`src/rtl/rpi_if_pkg.sv`:
```
// Shared types and constants for the Raspberry Pi sample/IRQ handoff block.
package rpi_if_pkg;

  // Handshake FSM states
  typedef enum logic [1:0] {
    StIdle    = 2'd0,
    StPresent = 2'd1,
    StRelease = 2'd2
  } state_e;

  localparam int unsigned DefDataW = 16;
  localparam int unsigned DefDepth = 8;
  localparam logic [7:0]  DROP_MAX = 8'hFF;

  // Saturating add for the drop counter
  function automatic logic [7:0] sat_add(input logic [7:0] a, input logic [1:0] inc);
    logic [8:0] sum;
    sum = {1'b0, a} + {7'd0, inc};
    return (sum > {1'b0, DROP_MAX}) ? DROP_MAX : sum[7:0];
  endfunction

endpackage

```
`src/rtl/rpi_sample_fifo.sv`:
```
// Synchronous sample FIFO. Pointers carry one extra wrap bit so full and empty
// can be told apart. A write on a full FIFO is accepted when a pop happens in
// the same cycle, since the pop frees the slot.
module rpi_sample_fifo
  import rpi_if_pkg::*;
#(
  parameter int unsigned DATA_W = DefDataW,
  parameter int unsigned DEPTH  = DefDepth
) (
  input  logic                     clk_in,
  input  logic                     rst_n,
  input  logic                     wr,
  input  logic [DATA_W-1:0]        wr_data,
  input  logic                     rd,
  output logic [DATA_W-1:0]        rd_data,
  output logic                     full,
  output logic                     empty,
  output logic [$clog2(DEPTH):0]   level
);

  localparam int unsigned AW = $clog2(DEPTH);

  logic [AW:0]       wr_ptr_q;
  logic [AW:0]       rd_ptr_q;
  logic [DATA_W-1:0] mem_q [DEPTH];
  logic              push;
  logic              pop;

  assign empty   = (wr_ptr_q == rd_ptr_q);
  assign full    = (wr_ptr_q[AW] != rd_ptr_q[AW]) && (wr_ptr_q[AW-1:0] == rd_ptr_q[AW-1:0]);
  assign level   = wr_ptr_q - rd_ptr_q;
  assign pop     = rd & ~empty;
  assign push    = wr & (~full | pop);
  assign rd_data = mem_q[rd_ptr_q[AW-1:0]];

  // Pointer update; contents are abandoned on reset by clearing the pointers
  always_ff @(posedge clk_in) begin
    if (!rst_n) begin
      wr_ptr_q <= '0;
      rd_ptr_q <= '0;
    end else begin
      if (push) wr_ptr_q <= wr_ptr_q + 1'b1;
      if (pop)  rd_ptr_q <= rd_ptr_q + 1'b1;
    end
  end

  // Storage write
  always_ff @(posedge clk_in) begin
    if (push) mem_q[wr_ptr_q[AW-1:0]] <= wr_data;
  end

endmodule

```
`src/rtl/rpi_sample_irq_handoff.sv`:
```
// Presents buffered audio samples to a Raspberry Pi on each enabled rising
// edge of the divided interrupt clock, using a 4-phase irq/ack handshake.
// Optional feature: define RPI_IRQ_TIMEOUT_EN to abandon a presentation when
// the Pi does not acknowledge within TIMEOUT cycles.
module rpi_sample_irq_handoff
  import rpi_if_pkg::*;
#(
  parameter int unsigned DATA_W  = DefDataW,
  parameter int unsigned DEPTH   = DefDepth
`ifdef RPI_IRQ_TIMEOUT_EN
  ,
  parameter int unsigned TIMEOUT = 256
`endif
) (
  input  logic                   clk_in,
  input  logic                   rst_n,
  input  logic                   irq_clk,
  input  logic                   interrupt_enable,
  input  logic                   sample_valid,
  input  logic [DATA_W-1:0]      sample_data,
  input  logic                   rpi_ack,
  output logic                   rpi_irq,
  output logic [DATA_W-1:0]      rpi_data,
  output logic [$clog2(DEPTH):0] fifo_level,
  output logic                   overflow,
  output logic [7:0]             drop_count
);

  logic              ack_meta_q;
  logic              ack_s_q;
  logic              irq_clk_q;
  logic              irq_edge;
  state_e            state_q;
  state_e            state_d;
  logic [DATA_W-1:0] head;
  logic [DATA_W-1:0] rpi_data_q;
  logic              full;
  logic              empty;
  logic              launch;
  logic              drop;
  logic              timeout;
  logic              overflow_q;
  logic [7:0]        drop_count_q;

  rpi_sample_fifo #(
    .DATA_W (DATA_W),
    .DEPTH  (DEPTH)
  ) u_fifo (
    .clk_in  (clk_in),
    .rst_n   (rst_n),
    .wr      (sample_valid),
    .wr_data (sample_data),
    .rd      (launch),
    .rd_data (head),
    .full    (full),
    .empty   (empty),
    .level   (fifo_level)
  );

  // Two-flop synchronizer for the Pi ack and edge register for irq_clk
  always_ff @(posedge clk_in) begin
    if (!rst_n) begin
      ack_meta_q <= 1'b0;
      ack_s_q    <= 1'b0;
      irq_clk_q  <= 1'b0;
    end else begin
      ack_meta_q <= rpi_ack;
      ack_s_q    <= ack_meta_q;
      irq_clk_q  <= irq_clk;
    end
  end

  assign irq_edge = irq_clk & ~irq_clk_q;
  // Edges that arrive while empty, disabled or busy are simply lost
  assign launch   = (state_q == StIdle) & irq_edge & interrupt_enable & ~empty;
  // A pop in the same cycle frees a slot, so only an unpaired full write drops
  assign drop     = sample_valid & full & ~launch;

`ifdef RPI_IRQ_TIMEOUT_EN
  localparam int unsigned TW = $clog2(TIMEOUT + 1);
  logic [TW-1:0] tmo_cnt_q;

  assign timeout = (state_q == StPresent) & ~ack_s_q & (tmo_cnt_q == TW'(TIMEOUT - 1));

  // Cycles spent in PRESENT; held at zero elsewhere so every entry starts fresh
  always_ff @(posedge clk_in) begin
    if (!rst_n || state_q != StPresent) begin
      tmo_cnt_q <= '0;
    end else begin
      tmo_cnt_q <= tmo_cnt_q + TW'(1);
    end
  end
`else
  assign timeout = 1'b0;
`endif

  // FSM state register
  always_ff @(posedge clk_in) begin
    if (!rst_n) begin
      state_q <= StIdle;
    end else begin
      state_q <= state_d;
    end
  end

  // Handshake next-state logic
  always_comb begin
    state_d = state_q;
    unique case (state_q)
      StIdle: begin
        if (launch) state_d = StPresent;
      end
      StPresent: begin
        if (ack_s_q) begin
          state_d = StRelease;
        end else if (timeout) begin
          state_d = StIdle;
        end
      end
      StRelease: begin
        if (!ack_s_q) state_d = StIdle;
      end
      default: state_d = StIdle;
    endcase
  end

  // irq falls in the same cycle the synchronized ack is seen
  assign rpi_irq = (state_q == StPresent) & ~ack_s_q;

  // Presented sample, sticky overflow and saturating drop counter
  always_ff @(posedge clk_in) begin
    if (!rst_n) begin
      rpi_data_q   <= '0;
      overflow_q   <= 1'b0;
      drop_count_q <= '0;
    end else begin
      if (launch) rpi_data_q <= head;
      if (drop || timeout) overflow_q <= 1'b1;
      drop_count_q <= sat_add(drop_count_q, {1'b0, drop} + {1'b0, timeout});
    end
  end

  assign rpi_data   = rpi_data_q;
  assign overflow   = overflow_q;
  assign drop_count = drop_count_q;

endmodule

```
`config.mk`:
```
export PLATFORM = sky130hd
export DESIGN_NAME = rpi_sample_irq_handoff
export DESIGN_NICKNAME = d
export VERILOG_FILES = /design/src/rtl/rpi_if_pkg.sv /design/src/rtl/rpi_sample_fifo.sv /design/src/rtl/rpi_sample_irq_handoff.sv
export SDC_FILE = /design/constraint.sdc
export NUM_CORES = 1
export LEC_CHECK = 0
export ABC_AREA = 0
export ABC_CLOCK_PERIOD_IN_PS = 5800
export CAP_MARGIN = 20
export CORE_AREA = 4 4 104 126
export DETAILED_ROUTE_END_ITERATION = 8
export DIE_AREA = 0 0 108 130
export PLACE_DENSITY = 0.75
export SYNTH_ARGS = -nofsm -noshare
export SYNTH_HDL_FRONTEND = slang
export SYNTH_SLANG_ARGS = --single-unit
```
`constraint.sdc`:
```
create_clock -name clk_in -period 5.8 [get_ports clk_in]
set_input_delay 1.74 -clock clk_in [delete_from_list [all_inputs] [get_ports clk_in]]
set_output_delay 1.74 -clock clk_in [all_outputs]
set_load 0.01 [all_outputs]
```
; ---- Yosys cells after proc, flatten, opt, wreduce, memory -nomap -nowiden
; Memories as Yosys holds them, arrays and structs flattened. A register that Yosys moved wholly into a read port is not among the register bits.
; Index checks and enable logic that the tools add are counted.
[totals]
out_inout_bits = 30
register_bits = 22
ramBits = 128
wordCells = 48
mem_count = 1
[classes]
n_reduce_logical = 4
magnitude_cmp = 1
add_sub_neg = 4
muxes = 7
bitwise_logic = 15
n_eq_ne = 8
[memory_table]
columns = memory, words, word_bits, rd, rd_clocked_by_memory_dff, wr, line
row1 = u_fifo.mem_q, 8, 16, 1, 1, 1, rpi_sample_fifo.sv:25  ; logic [DATA_W-1:0] mem_q [DEPTH];
[ops]
columns = cell, n
row1 = $add A8 B1 Y9, 1
row2 = $and A1 B1 Y1, 9
row3 = $gt A9 B8 Y1 const B, 1
row4 = $add A4 B1 Y4 const B, 2
row5 = $mux W8, 1
row6 = $mux W2, 3
row7 = $ne A2 B2 Y1 const B, 3
row8 = $pmux W2 S3, 1
row9 = $not A1 Y1, 5
row10 = $eq A4 B4 Y1, 1
row11 = $sub A4 B4 Y4, 1
row12 = $eq A3 B3 Y1, 1
row13 = $reduce_and A3 Y1, 1
row14 = $eq A2 B1 Y1 const B, 1
row15 = $eq A2 B2 Y1 const B, 1
row16 = $logic_not A2 Y1, 1
row17 = $mux W1, 2
row18 = $logic_and A1 B1 Y1, 1
row19 = $logic_not A1 Y1, 1
row20 = $ne A1 B1 Y1, 1
row21 = $or A1 B1 Y1, 1

; ---- Longest topological paths before layout
[depth]
ltp_word = 10
depth_mapped = 13
depth_no_buf = 11

; ---- By module
; Synthesis repeated with hierarchy kept, for this count alone.
[hier_totals]
hier_cells = 389
hier_area_um2 = 6772.7
[modules_own_cells]
columns = mod, cells_per_inst, seq_area_each_um2, area_each_um2, n_inst
row1 = rpi_sample_fifo, 259, 4063.9, 5574.1, 1
row2 = rpi_sample_irq_handoff, 130, 600.6, 1198.6, 1

; ---- Least setup slack after synthesis
; No wires, ideal clock.
[synth_path]
path_kind = in2reg
from = input interrupt_enable
to = memory u_fifo.mem_q[0][0] (netlist bit) (enable)
n_path_buf = 0
setup_ns = 0.430
slack_ns = 1.445
stages = 4
arrival_time_ns = 3.925
path_cell_list = nand4bb_1 > o211ai_1 > nand2_1 > nor4_1
[synth_via]
elab_chain_cells = 7
[synth_rtl]
columns = element, line
row1 = from (decl), rpi_sample_irq_handoff.sv:18  ; input logic interrupt_enable,
row2 = $and A1 B1 Y1 (2 in series), rpi_sample_irq_handoff.sv:75  ; assign launch = (state_q == StIdle) & irq_edge & interrupt_enable & ~empty;
row3 = $and A1 B1 Y1, rpi_sample_fifo.sv:32  ; assign pop = rd & ~empty;
row4 = $or A1 B1 Y1, rpi_sample_fifo.sv:33  ; assign push = wr & (~full | pop);
row5 = $and A1 B1 Y1, rpi_sample_fifo.sv:33
row6 = $mux W1, rpi_sample_fifo.sv:49  ; if (push) mem_q[wr_ptr_q[AW-1:0]] <= wr_data;
row7 = $mux W1 (implied by the code), rpi_sample_fifo.sv:49
row8 = to (decl), rpi_sample_fifo.sv:25
; Every way passes these cells.

; ---- Final worst setup path
[layout_path]
from = register u_fifo.rd_ptr_q[1]
to = output fifo_level[1]
[layout_via]
elab_chain_cells = 1
[layout_rtl]
columns = element, line
row1 = from (decl), rpi_sample_fifo.sv:24  ; logic [AW:0] rd_ptr_q;
row2 = from (signal assigned), rpi_sample_fifo.sv:43  ; if (pop) rd_ptr_q <= rd_ptr_q + 1'b1;
row3 = $sub A4 B4 Y4, rpi_sample_fifo.sv:31  ; assign level = wr_ptr_q - rd_ptr_q;
row4 = to (decl), rpi_sample_irq_handoff.sv:24  ; output logic [$clog2(DEPTH):0] fifo_level,
; Every way passes these cells.

==> flow_metrics.py <==
metrics = {
    "final_layout": {
        "final_nets": 446,
        "syn_to_final_growth_pct": 20.75,
        "final_common_cell": "edfxtp_1",
        "mostFrequentLayoutCells": "128 x edfxtp_1, 51 x clkdlybuf4s50_1, 37 x dfxtp_1",
        "stdcell_area_um2": 7782,
        "fin_cells": 590,
        "diodes": 0,
        "fillers": 836,
        "drive_gt1_frac": 0.2401,
    },
    "die": {
        "dieArea_um2": 14040,
        "die_y_um": 130,
        "core_um2": 11950,
        "die_x_um": 108,
        "io_pins": 52,
        "start_util": 0.5395,
        "num_rows": 44,
    },
    "setup_path": {
        "path_class": "register to primary output",
        "critPathLaunch": "u_fifo.rd_ptr_q[1]$_SDFFE_PN0P_",
        "r2r-start": "u_fifo.wr_ptr_q[0]$_SDFFE_PN0P_",
        "cp_max_fo": 36,
        "worst_path_max_delay_cell": "buf_4",
        "end_kind": "primary output",
        "critPathLaunchType": "register",
        "cp.required_ns": 4.06,
        "arrival_ns": 2.45,
        "slowest_delay_ns": 0.55,
        "crit_chain": "buf_4, fa_1, inv_1, clkdlybuf4s50_1",
    },
    "grt": {
        "grt_pass1_wl_um": 19480,
        "grt_overflow": 0,
        "grtUsageTotal": 0.1921,
        "grt_start_max_net_pins": 37,
        "grt_pass1_vias": 3457,
        "antenna_found_initial": 0,
    },
    "place": {
        "place_hpwl_um": 7682,
        "gp_congestion": 0.8292,
        "io_buffers": 51,
        "dp.cells": 558,
        "placed_cell_area_um2": 7203,
    },
    "logic_synthesis": {
        "synth_area_leaders": "edfxtp_1 60%, dfxtp_1 12%, mux4_2 11%, mux2_2 2.8%, a22o_1 2.2%",
        "synth_nets": 378,
        "ys_types": 40,
        "synth_top_area_frac": 0.5964,
        "netlist_instances": 348,
        "ys_warn_count": 0,
        "yosysTopAreaCell": "edfxtp_1",
        "synth_enable_flop_cells": 128,
        "ys_seq_elements": 166,
        "ys_async_sr_fraction": 0,
        "ys_seq_area_frac": 0.7144,
        "synth_area_um2": 6445,
        "syn_avg_cell_area_um2": 18.52,
        "synth_ff_type": "edfxtp_1",
    },
    "timing": {
        "rsz0062_at_grt": "no",
        "fmax_ghz": 0.2387,
        "tightest_slew_ns": 0.8835,
        "drv_slew": 0,
        "hold_viol": 0,
        "min_period_ns": 4.189,
        "fin_skew_ns": 0.01077,
        "setup_viol": 0,
        "fin_setup_tns_ns": 0,
        "fin_crit_sh": 0.7222,
        "slew_headroom": 0.4110,
    },
    "outcome": {
        "status": "complete, no violations",
    },
    "clock_tree": {
        "cts_buffers": 17,
        "clk_latency_ns": 0.43,
        "cts_hold_buf": 0,
        "root_buffer": "clkbuf_16",
        "clock_path_buffers": 2,
        "cts.sinks": 166,
        "cts_resized": 0,
        "cts_tree": "built",
        "ctsHtreeMaxLevel": 4,
        "postCtsSetupBuffers": 0,
        "clk_pin_slew_ns": 0.06,
    },
    "drt": {
        "firstDrtPassIters": 4,
        "drtIter0Drc": 171,
        "wire_per_inst_um": 21.11,
        "drc_errors": 0,
        "routed_wirelength_um": 12450,
        "vias": 3370,
        "vias_per_cell": 5.712,
        "ant_nets": 0,
    },
    "power": {
        "finalPower_uw": 2561,
        "p_per_area_nw_per_um2": 329.1,
        "vdd_drop_max_mv": 0.1576,
        "p_leak_uw": 0.002622,
    },
    "job": {
        "drv_cap": 0,
    },
    "min_path": {
        "min_from": "ack_meta_q$_SDFF_PN0_",
        "hp-class": "register to register",
    },
}
[final cells by class]
| cell class | count | area, um2 | area share |
|---|---|---|---|
| inverters | 8 | 30.03 | 0.003859 |
| repair buffers | 67 | 630.6 | 0.08103 |
| clock buffers | 18 | 429.2 | 0.05514 |
| multi-input cells | 156 | 1735 | 0.2230 |
| well taps | 161 | 201.4 | 0.02588 |
| flip-flops and latches | 166 | 4606 | 0.5918 |
| clock inverters | 14 | 150.1 | 0.01929 |
[power breakdown]
part	internal, uW	switching (uW)	leakage (uW)	total, uW
clock network	637	459	0.000267	1100
logic	71.7	70.9	0.000883	143
registers	1310	12.8	0.00147	1320
total	2020	543	0.00262	2560
[final timing paths]
| path | to | slack, ns | cells past startpoint |
|---|---|---|---|
| worst max register to register | u_fifo.mem_q[0][5]$_DFFE_PP_ | 2.96 | 7 |
| worst min register to register | ack_s_q$_SDFF_PN0_ | 0.43 | 1 |
| worst max-delay path | fifo_level[1] | 1.61 | 4 |
| worst min-delay path | ack_s_q$_SDFF_PN0_ | 0.43 | 1 |
[sequential cells by signal (all words and copies together), names as in the netlist]
signal / flops
irq_clk_q: 1
u_fifo.rd_ptr_q: 4
drop_count: 8
ack_s_q: 1
ack_meta_q: 1
u_fifo.mem_q: 128
rpi_data: 16
state_q: 2
u_fifo.wr_ptr_q: 4
overflow: 1
[logic make-up after synthesis]
family,Yosys count,synth area share
flip-flops,166,0.7144
multiplexers,54,0.1491
adder cells (fa/ha/maj),8,0.01670
buffers and inverters,26,0.02116
XOR/XNOR,10,0.01359
AND/OR/NAND/NOR,50,0.04097
AO/OA/AOI/OAI,34,0.04407
[per-stage QoR]
stage	setup WS, ns	hold slack (ns)	util
3_3_place_gp	1.711	0.4173	0.6030
4_1_cts	1.526	0.4393	0.6514
5_1_grt	1.438	0.4488	0.6514
2_1_floorplan	1.445	0.4119	-
6_report	1.611	0.4326	0.6514
3_5_place_dp	1.592	0.4288	0.6030
[Yosys cell counts, types with 2 or more instances]
| master | n |
|---|---|
| ha_1 | 7 |
| clkbuf_1 | 9 |
| a21boi_1 | 5 |
| buf_6 | 3 |
| nor2_1 | 3 |
| inv_1 | 7 |
| nor3_1 | 5 |
| edfxtp_1 | 128 |
| nand3_1 | 4 |
| and2_1 | 6 |
| o21a_1 | 4 |
| o211a_1 | 2 |
| and3_1 | 6 |
| nand2_1 | 15 |
| nor2b_1 | 2 |
| o21ai_0 | 2 |
| mux2i_1 | 6 |
| a22o_1 | 16 |
| mux2_2 | 16 |
| nand2b_1 | 3 |
| dfxtp_1 | 38 |
| xor2_1 | 5 |
| buf_4 | 4 |
| xnor2_1 | 5 |
| mux4_2 | 32 |
[worst max-delay path: cells and delay by family (launching register included)]
family | cells | cell delay [ns]
buffers and inverters | 3 | 1.15
adders and majority gates | 1 | 0.54
DFF | 1 | 0.33
[routing by layer]
layer,wire length (um),global-route usage
met1,5246,0.2542
met2,6451,0.3108
met3,582,0.04750
met4,173,0.07429
met5,0,0
Note: power is estimated with default switching activity, not from simulation.
